===== src/rtl/mem_arbiter.sv =====
// Shares one memory bus between the instruction and data ports of the core.
// Data side wins by default; a starvation counter forces an ibus grant.
module mem_arbiter #(
    parameter int unsigned STARVE_LIMIT = 4
) (
    input  logic        clk,
    input  logic        reset,
    input  logic        i_valid,
    input  logic [63:0] i_addr,
    output logic        i_data_ok,
    output logic [31:0] i_data,
    input  logic        d_valid,
    input  logic [63:0] d_addr,
    input  logic [2:0]  d_size,
    input  logic [7:0]  d_strobe,
    input  logic [63:0] d_wdata,
    output logic        d_data_ok,
    output logic [63:0] d_data,
    output logic        m_valid,
    output logic        m_write,
    output logic [63:0] m_addr,
    output logic [2:0]  m_size,
    output logic [7:0]  m_strobe,
    output logic [63:0] m_wdata,
    input  logic        m_ready,
    input  logic [63:0] m_rdata
);

    typedef enum logic [1:0] {IDLE, BUSY_I, BUSY_D} state_e;

    localparam logic [3:0] LIMIT = 4'(STARVE_LIMIT);

    state_e      state_q;
    logic [3:0]  starve_cnt_q, starve_cnt_d;
    logic        grant_i, grant_d, ibus_force;
    logic        m_valid_q, m_write_q;
    logic [63:0] m_addr_q, m_wdata_q;
    logic [2:0]  m_size_q;
    logic [7:0]  m_strobe_q;

    always_comb begin
        ibus_force = (starve_cnt_q >= LIMIT);
        grant_i    = 1'b0;
        grant_d    = 1'b0;
        if (state_q == IDLE) begin
            if (ibus_force && i_valid) grant_i = 1'b1;
            else if (d_valid)          grant_d = 1'b1;
            else if (i_valid)          grant_i = 1'b1;
        end

        starve_cnt_d = starve_cnt_q;
        if (grant_i) begin
            starve_cnt_d = '0;
        end else if (grant_d) begin
            if (!i_valid)                starve_cnt_d = '0;
            else if (starve_cnt_q != '1) starve_cnt_d = starve_cnt_q + 4'd1;
        end
    end

    always_ff @(posedge clk) begin
        if (reset) begin
            state_q      <= IDLE;
            starve_cnt_q <= '0;
            m_valid_q    <= 1'b0;
            m_write_q    <= 1'b0;
            m_addr_q     <= '0;
            m_size_q     <= '0;
            m_strobe_q   <= '0;
            m_wdata_q    <= '0;
        end else begin
            starve_cnt_q <= starve_cnt_d;
            case (state_q)
                IDLE: begin
                    if (grant_i) begin
                        state_q    <= BUSY_I;
                        m_valid_q  <= 1'b1;
                        m_write_q  <= 1'b0;
                        m_addr_q   <= i_addr;
                        m_size_q   <= 3'd2;
                        m_strobe_q <= '0;
                        m_wdata_q  <= '0;
                    end else if (grant_d) begin
                        state_q    <= BUSY_D;
                        m_valid_q  <= 1'b1;
                        m_write_q  <= |d_strobe;
                        m_addr_q   <= d_addr;
                        m_size_q   <= d_size;
                        m_strobe_q <= d_strobe;
                        m_wdata_q  <= d_wdata;
                    end
                end
                BUSY_I, BUSY_D: begin
                    // Request fields stay put after completion; only m_valid drops.
                    if (m_ready) begin
                        state_q   <= IDLE;
                        m_valid_q <= 1'b0;
                    end
                end
                default: begin
                    state_q   <= IDLE;
                    m_valid_q <= 1'b0;
                end
            endcase
        end
    end

    // Completion is gated by the requester's current valid so an abandoned
    // request finishes on the memory side without a response pulse.
    always_comb begin
        i_data_ok = (state_q == BUSY_I) && m_ready && i_valid;
        d_data_ok = (state_q == BUSY_D) && m_ready && d_valid;
        i_data    = '0;
        d_data    = '0;
        if (i_data_ok) i_data = m_addr_q[2] ? m_rdata[63:32] : m_rdata[31:0];
        if (d_data_ok) d_data = m_rdata;
    end

    assign m_valid  = m_valid_q;
    assign m_write  = m_write_q;
    assign m_addr   = m_addr_q;
    assign m_size   = m_size_q;
    assign m_strobe = m_strobe_q;
    assign m_wdata  = m_wdata_q;

endmodule


===== config.mk =====
export PLATFORM = sky130hd
export DESIGN_NAME = mem_arbiter
export DESIGN_NICKNAME = d
export VERILOG_FILES = /design/src/rtl/mem_arbiter.sv
export SDC_FILE = /design/constraint.sdc
export NUM_CORES = 1
export LEC_CHECK = 0
export ABC_AREA = 0
export ABC_CLOCK_PERIOD_IN_PS = 2100
export CAP_MARGIN = 30
export CORE_AREA = 10 10 189 191
export DETAILED_ROUTE_END_ITERATION = 8
export DIE_AREA = 0 0 199 201
export SYNTH_ARGS = -nofsm -noshare
export SYNTH_HDL_FRONTEND = slang
export SYNTH_SLANG_ARGS = --single-unit

===== constraint.sdc =====
create_clock -name clk -period 2.1 [get_ports clk]
set_input_delay 0.42 -clock clk [delete_from_list [all_inputs] [get_ports clk]]
set_output_delay 0.42 -clock clk [all_outputs]
set_load 0.05 [all_outputs]

==> results of run 1 <==
-- cell type report --
class	instances	area, µm²	share of cell area
Tap cell	408	510	0.0351
Clock inverter	10	148	0.0101
Timing Repair Buffer	553	6710	0.461
Inverter	3	11.3	0.000773
Sequential cell	147	2950	0.202
Multi-Input combinational cell	500	3760	0.258
Clock buffer	21	470	0.0323
Antenna cell	2	5.00	0.000344
-- through the flow --
step / TNS [ns] / hold WS [ns] / area [µm²] / cells / setup slack, ns
6_report: -2.99 / 0.279 / 14600 / 1644 / -0.0695
5_1_grt: -11.73 / 0.283 / 14600 / 1644 / -0.165
4_1_cts: -6.11 / 0.265 / 14500 / 1641 / -0.112
3_5_place_dp: -22.87 / 0.465 / 13600 / 1609 / -0.250
3_3_place_gp: -23.14 / 0.460 / 13600 / 1609 / -0.266
2_1_floorplan: -0.488 / 0.467 / 6790 / 727 / -0.0188
-- timing repair --
item | 4_1_cts | 5_1_grt
gates cloned | 1 | 1
setup endpoints to repair | 101 | 98
gates resized for setup | 86 | 10
pin swaps | 11 | 13
-- path summary, 6_finish.rpt --
check                              endpoint  slack [ns]  cells past startpoint
worst max-delay path             d_data[14]       -0.07                      6
worst min-delay path             state_q[1]        0.28                      2
worst max register to register   m_addr[47]        0.26                      6
worst min register to register  m_wdata[26]        0.47                      2
-- critical path: cells and delay by family, from the launching register on --
| family | cells | cell delay [ns] |
|---|---|---|
| adder cells (fa/ha/maj) | 1 | 0.13 |
| buffers and inverters | 3 | 0.39 |
| flip-flops | 1 | 0.33 |
| AND/OR/NAND/NOR | 2 | 0.44 |
-- cell usage in the layout, fill, tap and decap left out, types with 4 or more instances in the layout --
cell	instances
and2_4	36
o21ai_1	9
nor3_1	6
dlygate4sd2_1	6
buf_4	30
dfxtp_1	144
ha_1	4
clkdlybuf4s50_1	391
a22o_1	16
buf_12	122
a21oi_1	63
mux2i_2	6
nor3b_1	65
nor2_1	4
nor2_4	30
clkbuf_16	18
o21ai_0	52
and2_1	28
nand3_1	59
a221o_1	64
mux2i_1	25
-- power groups by stage --
stage / Sequential (mW) / Combinational, mW / Clock (mW)
finish: 3.14 / 3.10 / 3.26
global route: 3.17 / 3.24 / 3.43
CTS: 3.14 / 3.12 / 3.35
detailed placement: 3.20 / 3.05 / 0
global placement: 3.19 / 3.04 / 0
floorplan: 3.95 / 0.787 / 0
-- layer usage --
| metal | global-route usage | vias to the layer above | part of all wire | wire length (µm) |
|---|---|---|---|---|
| met5 | 0 | - | 0 | 0 |
| met4 | 0.0578 | 0 | 0.019 | 697 |
| met3 | 0.0795 | 28 | 0.10 | 3860 |
| met2 | 0.310 | 365 | 0.51 | 18900 |
| met1 | 0.180 | 3648 | 0.37 | 13700 |
| li1 | - | 3675 | - | - |
-- registers in the layout, summed over array words and instances, names as in the netlist --
signal	cells
starve_cnt_q	4
m_addr	64
state_q	2
m_wdata	64
m_valid	1
m_strobe	8
m_write	1
m_size	3
-- logic make-up (layout without fill, tap and decap cells) --
family          Yosys count  after routing  synth area share
compound gates          213            213             0.220
other cells               0              2                 0
flops                   147            147             0.440
buf+inv                  80            587            0.0576
simple gates            251            251             0.227
mux                      32             32            0.0479
fa+ha+maj                 4              4           0.00748
==> impl_metrics.tcl, run 1 <==
set metrics [dict create \
    status "finished, violations left" \
    violations "negative setup slack" \
    drtIter0Drc 318 \
    hpwl_um 29500 \
    final_util 0.455 \
    portBuffers 510 \
    grt_start_max_net_pins 66 \
    die_x_um 199 \
    ys.flop_type "dfxtp_1" \
    critPathKind "reg2out" \
    start_util 0.209 \
    period_share 1.03 \
    maxCapViolCount 0 \
    insertion_delay_ns 0.44 \
    cp_cell_sequence "inv_2 -> ha_1 -> and3_4 -> buf_12 -> and2_1 -> buf_12" \
    crit_path_start "state_q[0]" \
    grt_pass1_wl_um 53300 \
    p_sw_frac 0.330 \
    synth_edf_count 0 \
    syn-num-nets 1003 \
    die_h_um 201 \
    drc_errors 0 \
    slowest_stage "dfxtp_2" \
    p_int_mw 6.36 \
    clkPwrFrac 0.343 \
    drive_above_1_share 0.224 \
    dieArea_um2 40000 \
    clk_pin_slew_ns 0.06 \
    post_drt_wl_per_cell_um 22.6 \
    ys_types 36 \
    core_um2 32000 \
    worstPathArrival_ns 1.75 \
    viasPerCell 4.69 \
    drt-total-wl_um 37100 \
    netlist_area_um2 6690 \
    antenna_found_initial 2 \
    yosysMostFrequentCell "dfxtp_1" \
    gp_congestion 0.824 \
    synth_area_leader_cell "dfxtp_1" \
    cpMostUsedCell "buf_12" \
    min-delay-start "reset" \
    synthTopCellsByArea "dfxtp_1 (44%), a221o_1 (9.6%), nor3b_1 (7.3%)" \
    finalPower_mw 9.50 \
    hold_viol_final 0 \
    synth_cells 727 \
    final_nets 1498 \
    area_growth_pct 118 \
    seqPwrFrac 0.331 \
    power_switching_mw 3.14 \
    post-cts-setup-buffers 0 \
    crit_path_max_fanout 33 \
    synthTopCellsByCount "dfxtp_1 (147), and2_1 (65), nor3b_1 (65), a221o_1 (64), a21oi_1 (63)" \
    hp-class "in2reg" \
    htreeDepth 4 \
    synth_top_area_frac 0.440 \
    yosys_warnings 0 \
    worst_setup_path_end_kind "primary output" \
    ant_nets 0 \
    vias 7716 \
    grt.total_usage 0.176 \
    period_minus_slack_ns 2.17 \
    fmax_mhz 461 \
    maxSlewHeadroom 0.619 \
    ys_seq_area_frac 0.440 \
    setup_viol 75 \
    numCtsBuffers 17 \
    root_buffer "clkbuf_16" \
    syn_area_per_cell_um2 9.20 \
    grt_pass1_vias 8023 \
    clockBufferDepth 2 \
    critPathRequiredTime_ns 1.68 \
    num_rows 66 \
    async_flop_share 0 \
    dr.pass1.iters 5 \
    worst_slew_pin_slew_ns 0.569 \
    final.setup.worst_slack_ns -0.0695 \
    critPathMaxStageDelay_ns 0.33 \
    cts_tree "built" \
    fill_cells 3005 \
    power_frac_comb 0.326 \
    powerDensity_nw_per_um2 652 \
    grt-ovfl-total 0 \
    power_leakage_nw 5.34 \
    cts_sinks 147 \
    postCtsHoldBufs 0 \
    synth_seq_cells 147 \
    irDropWorstVdd_v 0.000502 \
    pin_count 511 \
    final_max_slew_viol_count 0 \
    fin_skew_ns 0.00684 \
    r2r_start "state_q[1]" \
    startpoint_type "flip-flop" \
    rsz0062_at_grt "true" \
]
No activity file was read; power rests on OpenSTA's default activity.
==> run 2: changes to the inputs <==
Settings changed: RECOVER_POWER set to 100.
==> run 2 against run 1 <==
Against the previous run:
- the run still ends with negative setup slack left
- die area unchanged
- sequential share of layout area up 0.12 points
- worst hold slack worse by 0.0080 ns
- sequential power about the same
- final cell count unchanged
- routed wire length about the same
- clock power about the same
- sequential cell count unchanged
- global-route usage unchanged
- clock skew about the same
- critical endpoint unchanged
- count of clock-buffer cells in the layout unchanged
==> impl_metrics.tcl, run 2 (synthesis results as in run 1) <==
set metrics [dict create \
    met1_usage 0.180 \
    dr.pass1.iters 4 \
    fill_cells 3019 \
    core_um2 32000 \
    drive_above_1_share 0.215 \
    period_minus_slack_ns 2.17 \
    ant_nets 0 \
    p_int_mw 6.32 \
    critPathRequiredTime_ns 1.68 \
    antenna_found_initial 2 \
    fmax_mhz 461 \
    violations "negative setup slack" \
    period_share 1.03 \
    vias 7686 \
    die_x_um 199 \
    tns_ns -2.93 \
    setup_viol 75 \
    htreeDepth 4 \
    crit_path_max_fanout 33 \
    post_drt_wl_per_cell_um 22.6 \
    area_growth_pct 116 \
    seqCellArea_um2 2950 \
    power_frac_comb 0.324 \
    clkPwrFrac 0.344 \
    power_switching_mw 3.14 \
    gp_congestion 0.824 \
    power_leakage_nw 5.27 \
    cts_sinks 147 \
    final_nets 1498 \
    grt_use_met2 0.310 \
    p_sw_frac 0.331 \
    grt_pass1_vias 8023 \
    maxSlewHeadroom 0.428 \
    postCtsHoldBufs 0 \
    drc_errors 0 \
    hp-class "in2reg" \
    numCtsBuffers 17 \
    drtIter0Drc 348 \
    critPathKind "reg2out" \
    num_rows 66 \
    cts_tree "built" \
    grtUsageMet3 0.0795 \
    final_cell_mix "clkdlybuf4s50_1 (391), dfxtp_1 (144), buf_12 (120)" \
    worst_setup_path_end_kind "primary output" \
    hold_slack_ns 0.271 \
    rsz0062_at_grt "true" \
    grt_pass1_wl_um 53300 \
    final_common_cell "clkdlybuf4s50_1" \
    root_buffer "clkbuf_16" \
    final.setup.worst_slack_ns -0.0694 \
    start_util 0.209 \
    grt_start_max_net_pins 66 \
    drt-total-wl_um 37200 \
    grt-ovfl-total 0 \
    hpwl_um 29500 \
    portBuffers 510 \
    hold_viol_final 0 \
    pin_count 511 \
    dieArea_um2 40000 \
    worst_slew_pin_slew_ns 0.862 \
    final_util 0.452 \
    preCtsSetupSlack_ns -0.250 \
    startpoint_type "flip-flop" \
    fin_skew_ns 0.00707 \
    final_max_slew_viol_count 0 \
    busiest_layer "met2" \
    worstPathArrival_ns 1.75 \
    clockBufferDepth 2 \
    status "finished, violations left" \
    seqPwrFrac 0.332 \
    multiInputGateArea_um2 3750 \
    viasPerCell 4.68 \
    powerDensity_nw_per_um2 653 \
    die_h_um 201 \
    maxCapViolCount 0 \
    fin_cells 1644 \
    clk_pin_slew_ns 0.06 \
    irDropWorstVdd_v 0.000500 \
    insertion_delay_ns 0.43 \
    grt.total_usage 0.176 \
    dp_cells 1609 \
]
run 2: cell count changes in the layout (fill, tap and decap cells not counted), sizes merged:
cell / change
dlymetal6s2s: -1
buf: -17
clkbuf: +18
run 2: stage by stage:
step,total power [mW],area [µm²]
2_1_floorplan,4.74,6790
3_3_place_gp,6.24,13600
3_5_place_dp,6.26,13600
4_1_cts,9.61,14500
5_1_grt,9.81,14500
6_report,9.46,14500
run 2: power groups by stage:
stage                     clock network (mW)  logic (mW)  registers [mW]
after floorplan                            0       0.787            3.95
after global placement                     0        3.04            3.19
after detailed placement                   0        3.05            3.20
after CTS                               3.35        3.12            3.14
after global routing                    3.43        3.21            3.17
final                                   3.26        3.06            3.14
run 2: worst max-delay path, cell delays in order (launching register included):
cell	delay, ns
dfxtp_2	0.33
inv_2	0.06
ha_1	0.13
and3_4	0.24
buf_12	0.18
and2_1	0.20
buf_12	0.15
run 2: layout make-up:
type	instances	area share
Inverter	3	0.000778
Sequential cell	147	0.204
Antenna cell	2	0.000346
Multi-Input combinational cell	500	0.259
Clock inverter	10	0.0102
Clock buffer	21	0.0325
Tap cell	408	0.0353
Timing Repair Buffer	553	0.458
run 2: worst paths after layout:
path                                  start          end  slack [ns]  cells after the start
worst min register to register  m_wdata[20]  m_wdata[20]        0.47                      2
worst min-delay path                  reset   state_q[1]        0.27                      2
worst max-delay path             state_q[0]   d_data[14]       -0.07                      6
worst max register to register   state_q[1]  m_wdata[44]        0.08                      6
run 2: metal layers:
layer	up-vias	wire, µm
met5	-	0
met1	3620	13700
met4	0	742
met2	363	18900
li1	3672	-
met3	31	3840
run 2: what timing repair did:
item                                    in CTS  in global routing
pin swaps                                   11                 13
resized for setup                           86                 10
setup buffers                                0                  0
cloned                                       1                  1
endpoints found under the setup margin     101                 98
